`config.mk`:
```
export PLATFORM = sky130hd
export DESIGN_NAME = vec_dot_acc
export DESIGN_NICKNAME = d
export VERILOG_FILES = /design/src/rtl/vec_mult_pkg.sv /design/src/rtl/vec_dot_acc.sv
export SDC_FILE = /design/constraint.sdc
export NUM_CORES = 1
export LEC_CHECK = 0
export CORE_AREA = 2 2 97 61
export CTS_CLUSTER_SIZE = 30
export DETAILED_ROUTE_END_ITERATION = 10
export DIE_AREA = 0 0 99 63
export GPL_TIMING_DRIVEN = 1
export PLACE_DENSITY = 0.83
export RECOVER_POWER = 100
export SLEW_MARGIN = 40
export SYNTH_ARGS = -nofsm -noshare
export SYNTH_HDL_FRONTEND = slang
export SYNTH_SLANG_ARGS = --single-unit
```
`constraint.sdc`:
```
create_clock -name clk -period 6.7 [get_ports clk]
set_input_delay 1.34 -clock clk [delete_from_list [all_inputs] [get_ports clk]]
set_output_delay 1.34 -clock clk [all_outputs]
set_load 0.005 [all_outputs]
```
`src/rtl/vec_mult_pkg.sv`:
```
// Shared types and widths for the vector-multiplier datapath.
// Holds default sizes, derived-width helpers and the accumulator FSM states.
package vec_mult_pkg;

  localparam int VM_N       = 8;
  localparam int VM_MAX_LEN = 16;

  // Accumulator width: a full product plus enough headroom for MAX_LEN terms.
  function automatic int acc_w(input int n, input int max_len);
    return 2 * n + $clog2(max_len);
  endfunction

  // Element-count width: must be able to represent MAX_LEN itself.
  function automatic int cnt_w(input int max_len);
    return $clog2(max_len + 1);
  endfunction

  typedef enum logic [1:0] {
    IDLE  = 2'd0,
    ACCUM = 2'd1,
    DONE  = 2'd2
  } acc_state_t;

endpackage

```
`src/rtl/vec_dot_acc.sv`:
```
// Dot-product accumulator stage fed by the array multiplier.
// Sums a product stream per vector; result on a valid/ready port.
module vec_dot_acc
  import vec_mult_pkg::*;
#(
  parameter int N       = VM_N,
  parameter int MAX_LEN = VM_MAX_LEN,
  parameter int ACC_W   = acc_w(N, MAX_LEN),
  parameter int CNT_W   = cnt_w(MAX_LEN)
) (
  input  logic             clk,
  input  logic             rst,
  input  logic             in_valid,
  output logic             in_ready,
  input  logic [2*N-1:0]   in_p,
  input  logic             in_last,
  output logic             out_valid,
  input  logic             out_ready,
  output logic [ACC_W-1:0] out_sum,
  output logic [CNT_W-1:0] out_count,
  output logic             out_trunc
);

  acc_state_t state_q, state_d;

  logic [ACC_W-1:0] acc_q, acc_d;
  logic [CNT_W-1:0] cnt_q, cnt_d;

  logic             out_valid_q, out_valid_d;
  logic [ACC_W-1:0] out_sum_q, out_sum_d;
  logic [CNT_W-1:0] out_count_q, out_count_d;
  logic             out_trunc_q, out_trunc_d;

  logic             take;
  logic             first;
  logic             hs;
  logic [ACC_W-1:0] acc_nxt;
  logic [CNT_W-1:0] cnt_nxt;
  logic             at_max;
  logic             term;

  // Beat acceptance and per-beat arithmetic.
  always_comb begin
    in_ready = ~rst & (~out_valid_q | out_ready);
    take     = in_valid & in_ready;
    hs       = out_valid_q & out_ready;
    first    = (state_q != ACCUM);
    acc_nxt  = (first ? '0 : acc_q) + ACC_W'(in_p);
    cnt_nxt  = first ? CNT_W'(1) : cnt_q + CNT_W'(1);
    at_max   = (cnt_nxt == CNT_W'(MAX_LEN));
    term     = in_last | at_max;
  end

  // Next-state logic for FSM, running sum and result register.
  always_comb begin
    state_d     = state_q;
    acc_d       = acc_q;
    cnt_d       = cnt_q;
    out_valid_d = out_valid_q;
    out_sum_d   = out_sum_q;
    out_count_d = out_count_q;
    out_trunc_d = out_trunc_q;

    if (take) begin
      acc_d = acc_nxt;
      cnt_d = cnt_nxt;
    end

    unique case (state_q)
      IDLE: begin
        if (take) state_d = term ? DONE : ACCUM;
      end
      ACCUM: begin
        if (take && term) state_d = DONE;
      end
      DONE: begin
        if (hs) begin
          if (take) state_d = term ? DONE : ACCUM;
          else      state_d = IDLE;
        end
      end
      default: state_d = IDLE;
    endcase

    if (hs) out_valid_d = 1'b0;

    if (take && term) begin
      out_valid_d = 1'b1;
      out_sum_d   = acc_nxt;
      out_count_d = cnt_nxt;
      out_trunc_d = at_max & ~in_last;
    end
  end

  // State, accumulator and result registers with sync reset.
  always_ff @(posedge clk) begin
    if (rst) begin
      state_q     <= IDLE;
      acc_q       <= '0;
      cnt_q       <= '0;
      out_valid_q <= 1'b0;
      out_sum_q   <= '0;
      out_count_q <= '0;
      out_trunc_q <= 1'b0;
    end else begin
      state_q     <= state_d;
      acc_q       <= acc_d;
      cnt_q       <= cnt_d;
      out_valid_q <= out_valid_d;
      out_sum_q   <= out_sum_d;
      out_count_q <= out_count_d;
      out_trunc_q <= out_trunc_d;
    end
  end

  assign out_valid = out_valid_q;
  assign out_sum   = out_sum_q;
  assign out_count = out_count_q;
  assign out_trunc = out_trunc_q;

endmodule
```
==> results of run 1 <==
==> area by class of cell <==
class | instances | area, sq um | area share
clock buffers | 5 | 68.8 | 0.0192
clock inverters | 3 | 23.8 | 0.00664
inverters | 5 | 18.8 | 0.00524
multi-input cells | 289 | 1800 | 0.502
flip-flops and latches | 54 | 1080 | 0.302
well taps | 69 | 86.3 | 0.0241
repair buffers | 52 | 503 | 0.141
==> cells in the mapped netlist (2+ instances only) <==
cell and instances:
nor2_1 22, nand2_1 77, a21o_1 15, a211oi_1 10, nand3_1 7, dfxtp_1 54
xor2_1 9, nand4_1 2, nand3b_1 18, nor3_1 4, and3_1 2, ha_1 17
a21oi_1 34, a211oi_2 3, nor2b_1 3, and2_1 18, nand2b_1 3, clkbuf_1 15
xnor2_1 12, o21a_1 2, o32ai_1 2, o21ai_0 10, inv_1 5, nor3b_1 2
buf_2 4, a221oi_1 3
==> state kept, by name (all words and copies together) (netlist names) <==
register	cells
out_sum	20
out_trunc	1
out_count	5
acc_q	20
cnt_q	5
out_valid	1
state_q	2
==> routing by layer <==
layer | vias to the layer above | wire, um | GRT usage
met5 | - | 0 | 0
met4 | 0 | 59 | 0.0651
met3 | 6 | 407 | 0.0403
met2 | 74 | 3110 | 0.368
met1 | 1226 | 3330 | 0.312
li1 | 1356 | - | -
==> worst min path at each step <==
stage and endpoint:
2_1_floorplan acc_q[19]$_SDFFE_PP0P_, 3_3_place_gp out_sum[6]$_SDFFE_PP0P_, 3_5_place_dp out_sum[8]$_SDFFE_PP0P_, 4_1_cts out_sum[11]$_SDFFE_PP0P_, 5_1_grt out_sum[13]$_SDFFE_PP0P_, 6_report out_sum[11]$_SDFFE_PP0P_
==> power by group through the flow <==
stage	registers, mW	logic, mW	clock network, mW
2_1_floorplan	0.352	0.0787	0
3_5_place_dp	0.354	0.123	0
6_report	0.347	0.121	0.188
4_1_cts	0.347	0.124	0.193
3_3_place_gp	0.353	0.120	0
5_1_grt	0.349	0.135	0.209
==> cell families (layout without fill, tap and decap cells) <==
group | count (synthesis) | count (layout) | share of synthesized area
XOR/XNOR | 21 | 21 | 0.0618
flip-flops | 54 | 54 | 0.363
buffers and inverters | 24 | 65 | 0.0320
AO/OA/AOI/OAI | 91 | 91 | 0.207
AND/OR/NAND/NOR | 159 | 159 | 0.258
adder cells (fa/ha/maj) | 18 | 18 | 0.0782
==> stage by stage <==
| stage | cell area (sq um) | hold slack (ps) | utilization | total power [mW] | setup WS (ps) |
|---|---|---|---|---|---|
| 6_report | 3580 | 458 | 0.665 | 0.656 | 1890 |
| 5_1_grt | 3580 | 486 | 0.665 | 0.693 | 1640 |
| 4_1_cts | 3590 | 464 | 0.666 | 0.664 | 2520 |
| 3_5_place_dp | 3500 | 450 | 0.649 | 0.477 | 2520 |
| 3_3_place_gp | 3490 | 444 | 0.649 | 0.473 | 2550 |
| 2_1_floorplan | 2970 | 441 | - | 0.431 | 3380 |
==> placed cells by master, fill, tap and decap left out, types with 2 or more instances in the layout <==
| cell | synthesis | routed |
|---|---|---|
| and2_1 | 18 | 17 |
| nor2_1 | 22 | 22 |
| clkbuf_1 | 15 | 2 |
| dlygate4sd3_1 | 0 | 30 |
| o21a_1 | 2 | 2 |
| ha_1 | 17 | 17 |
| nor2b_1 | 3 | 3 |
| dfxtp_1 | 54 | 54 |
| o21ai_0 | 10 | 10 |
| xor2_1 | 9 | 9 |
| inv_1 | 5 | 5 |
| nor3_1 | 4 | 4 |
| xnor2_1 | 12 | 12 |
| nor3b_1 | 2 | 2 |
| clkbuf_8 | 0 | 5 |
| clkinvlp_4 | 0 | 2 |
| o32ai_1 | 2 | 2 |
| nand4_1 | 2 | 2 |
| clkdlybuf4s50_1 | 0 | 18 |
| a221oi_1 | 3 | 3 |
| and3_1 | 2 | 2 |
| a211oi_1 | 10 | 10 |
| nand3b_1 | 18 | 18 |
| buf_4 | 0 | 2 |
| a21o_1 | 15 | 15 |
| a21oi_1 | 34 | 34 |
| nand2_1 | 77 | 77 |
| a211oi_2 | 3 | 3 |
| nand3_1 | 7 | 7 |
| nand2b_1 | 3 | 3 |
==> worst max-delay path, cell delays in order <==
cell           delay [ps]
dlygate4sd3_1         530
buf_4                 280
nor2b_1               250
and2_0                160
clkbuf_1              910
o21ai_0               750
clkbuf_1              460
a221oi_1              330
==> reports/metrics.csv, run 1 <==
metric,value,unit
clk_pin_slew,90,ps
synth_area_leaders,"dfxtp_1, nand2_1, ha_1, a21oi_1, nand3b_1",
synth_area_leader_cell,dfxtp_1,
drive_gt1_frac,0.0417,
path_class,input pin to flop,
status,"complete, no violations",
die_w,99,um
r2r-end,out_sum[19]$_SDFFE_PP0P_,
dp.cells,469,
route.vias.total,2662,
setup_viol,0,
setup_tns,0,ps
power_density,183,nW/um^2
ys_seq_elements,54,
drt_wl_total,6.91,mm
gp_congestion,0.885,
hold_buffers,0,
maxSlewHeadroom,0.181,
reg2reg_depth,11,
power_frac_seq,0.528,
start_util,0.552,
switching_power,0.189,mW
cts_sinks,54,
cts_made_buffers,5,
grt_pass1_vias,2566,
avgRoutedWirePerCell,14.5,um
period_share,0.718,
ctsHtreeMaxLevel,2,
grtUsageTotal,0.228,
grt_pass1_wl,11.6,mm
dp_hpwl,4.88,mm
syn-instance-count,367,
clkPwrFrac,0.287,
irDropWorstVdd,0.0852,mV
drc,0,
finalMaxSlewViolations,0,
intPower,0.467,mW
netlist-cell-type-count,40,
fillers,459,
coreArea,5390,sq um
syn_avg_cell_area,8.10,sq um
numPortBuffers,48,
hold_viol_final,0,
die_area,6240,sq um
tightest_slew,1230,ps
synthFlopType,dfxtp_1,
endpoint_kind,flop,
critPathCapture,state_q[1]$_SDFFE_PP0P_,
synth_edf_count,0,
hold_start,out_sum[11]$_SDFFE_PP0P_,
yosys_warnings,0,
syn_to_final_growth,20.4,%
clk_latency,310,ps
fin_crit,4810,ps
final_cells,477,
clock.fmax,0.208,GHz
antenna-diode-count,0,
hold_depth,2,
grt_max_degree,53,
path_max_fanout,52,
dr.first_iter.drc_count,146,
ioPinCount,49,
clock-skew-final,12.4,ps
max_cap_viol_count,0,
cp.arrival,5030,ps
overflow,0,
cts_tree,built,
antenna_found_initial,0,
synthArstFlopShare,0,
row_count,21,
p_comb_frac,0.185,
cts_max_path_buffers,2,
cp-startpoint,rst,
reg2reg_setup_slack,3300,ps
yosysSeqAreaShare,0.363,
die_y,63,um
cts-resized-gates,0,
worstSetupStartpointType,input pin,
syn_nets,406,
p_sw_frac,0.288,
ant_nets,0,
critPathRequiredTime,6910,ps
nets,446,
cts_root_buf,clkbuf_8,
leakage,1.55,nW
dr.pass1.iters,4,
hold_class,flop to flop,
rsz0062_at_grt,false,
cts_setup_buffers,0,
synth_top_area_share,0.363,
mappedNetlistArea,2970,sq um
regToRegStartpoint,state_q[0]$_SDFFE_PP0P_,
vias_per_cell,5.58,
Power figures use the tool's default switching activity.
==> run 2, diff against run 1 <==
--- a/config.mk
+++ b/config.mk
@@ -5,12 +5,12 @@
 export SDC_FILE = /design/constraint.sdc
 export NUM_CORES = 1
 export LEC_CHECK = 0
-export CORE_AREA = 2 2 97 61
+export CORE_AREA = 2 2 105 66
 export CTS_CLUSTER_SIZE = 30
 export DETAILED_ROUTE_END_ITERATION = 10
-export DIE_AREA = 0 0 99 63
+export DIE_AREA = 0 0 107 68
 export GPL_TIMING_DRIVEN = 1
-export PLACE_DENSITY = 0.83
+export PLACE_DENSITY = 0.75
 export RECOVER_POWER = 100
 export SLEW_MARGIN = 40
 export SYNTH_ARGS = -nofsm -noshare
==> constraint.sdc (replaced) <==
create_clock -name clk -period 4.3 [get_ports clk]
set_input_delay 0.86 -clock clk [delete_from_list [all_inputs] [get_ports clk]]
set_output_delay 0.86 -clock clk [all_outputs]
set_load 0.005 [all_outputs]
==> run 2 against run 1 <==
  * Cell area up 1.2%
  * First-iteration DRC count rose by 18%
  * Die area is 17% higher
  * Clock power grew 82%
  * Sequential share of layout area is 0.35 points lower
  * Utilization shrank 10 points
  * Worst hold slack got worse by 5.1 ps
  * Total power grew 63%
  * Final cell count is 4.0% higher
  * Clock skew down 6.9 ps
  * Register-to-register slack worse by 2600 ps
  * Critical path type is now flop to flop
  * Largest power group unchanged
  * Highest routed layer unchanged
==> reports/metrics.csv, run 2 (synthesis gave the netlist of run 1 again) <==
metric,value,unit
worstSetupStartpointType,flop,
grt_pass1_wl,11.7,mm
route.vias.total,2669,
endpoint_kind,flop,
fin_crit,3620,ps
antenna_found_initial,0,
hold_class,flop to flop,
switching_power,0.286,mW
die_area,7280,sq um
die_y,68,um
status,"complete, no violations",
cts_root_buf,clkbuf_8,
numPortBuffers,48,
cts_sinks,54,
drt_wl_total,7.01,mm
nets,447,
max_cap_viol_count,0,
irDropWorstVdd,0.152,mV
hold_buffers,0,
hold_depth,2,
fillers,598,
dr.pass1.iters,4,
reg2reg_setup_slack,680,ps
intPower,0.785,mW
path_max_fanout,15,
avgRoutedWirePerCell,14.1,um
setup_tns,0,ps
tightest_slew,1090,ps
finish.instance_area,3620,sq um
drive_gt1_frac,0.0391,
hold_start,out_sum[0]$_SDFFE_PP0P_,
antenna-diode-count,0,
grtUsageTotal,0.205,
clkPwrFrac,0.320,
rsz0062_at_grt,false,
maxSlewHeadroom,0.266,
final_cells,496,
ioPinCount,49,
cts_setup_buffers,0,
row_count,23,
start_util,0.463,
clk_latency,310,ps
grt_max_degree,52,
clock.fmax,0.277,GHz
dp.cells,488,
path_class,flop to flop,
cts_tree,built,
leakage,1.56,nW
r2r-end,out_sum[19]$_SDFFE_PP0P_,
p_comb_frac,0.177,
gp_congestion,0.844,
dr.first_iter.drc_count,172,
coreArea,6420,sq um
finalMaxSlewViolations,0,
cp.arrival,3780,ps
p_sw_frac,0.267,
hold_viol_final,0,
dp_hpwl,4.95,mm
cts-resized-gates,0,
ant_nets,0,
overflow,0,
regToRegStartpoint,state_q[0]$_SDFFE_PP0P_,
reg2reg_depth,10,
clock-skew-final,5.51,ps
cts_made_buffers,5,
mostFrequentLayoutCells,"nand2_1, dfxtp_1, a21oi_1, dlygate4sd3_1, nor2_1",
post_dp_cell_area,3530,sq um
period_share,0.841,
power_density,296,nW/um^2
vias_per_cell,5.38,
drc,0,
grt_pass1_vias,2476,
syn_to_final_growth,21.8,%
setup_viol,0,
ctsHtreeMaxLevel,2,
critPathRequiredTime,4460,ps
power_frac_seq,0.504,
die_w,107,um
final_common_cell,nand2_1,
clk_pin_slew,100,ps
cts_max_path_buffers,2,
holdPathEnd,out_sum[0]$_SDFFE_PP0P_,
[run 2: cell types whose count changed in the layout (fill, tap and decap cells not counted), sizes merged]
cell,previous run,this run
clkinvlp,2,1
bufinv,0,1
inv,6,5
buf,2,3
clkbuf,7,8
[run 2: worst max path at each step]
| stage | endpoint | depth (start not counted) | start |
|---|---|---|---|
| after detailed placement | out_sum[12]$_SDFFE_PP0P_ | 10 | in_p[0] |
| final | out_sum[19]$_SDFFE_PP0P_ | 10 | state_q[0]$_SDFFE_PP0P_ |
| after floorplan | out_sum[18]$_SDFFE_PP0P_ | 12 | state_q[0]$_SDFFE_PP0P_ |
| after global routing | out_sum[13]$_SDFFE_PP0P_ | 10 | state_q[0]$_SDFFE_PP0P_ |
| after CTS | out_sum[12]$_SDFFE_PP0P_ | 10 | in_p[0] |
| after global placement | out_sum[12]$_SDFFE_PP0P_ | 10 | in_p[0] |
[run 2: metrics by stage]
stage	hold slack (ps)	util	power, mW	worst slack (ps)
finish	453	0.564	1.07	684
floorplan	441	-	0.672	1340
global placement	442	0.549	0.739	799
detailed placement	446	0.550	0.744	724
CTS	461	0.567	1.09	1040
global route	472	0.564	1.13	455
[run 2: layer usage]
layer | vias up | GRT usage | share of wire
li1 | 1350 | - | -
met4 | 0 | 0.0584 | 0.0076
met3 | 7 | 0.0429 | 0.055
met2 | 62 | 0.329 | 0.44
met5 | - | 0 | 0
met1 | 1250 | 0.283 | 0.50
[run 2: cell type report]
type / count / area [sq um] / area share
tap: 87 / 109 / 0.0301
clock buffer: 6 / 72.6 / 0.0200
inverter: 5 / 18.8 / 0.00518
timing repair buffer: 53 / 510 / 0.141
multi-input combinational: 289 / 1790 / 0.495
sequential: 54 / 1080 / 0.298
clock inverter: 2 / 37.5 / 0.0104
[run 2: critical path: stages (launching register included)]
cell and delay [ps]:
dfxtp_1 390, nor2b_1 830, and2_0 290, ha_1 270
a211o_1 300, a211oi_1 400, nor3_1 130, a221o_1 410
a21oi_2 220, xor2_1 150, a211oi_1 80
[run 2: power by group through the flow]
stage	logic, mW	registers, mW	clock network (mW)
global placement	0.189	0.550	0
finish	0.189	0.539	0.343
floorplan	0.123	0.549	0
detailed placement	0.193	0.551	0
CTS	0.195	0.540	0.352
global route	0.211	0.543	0.373
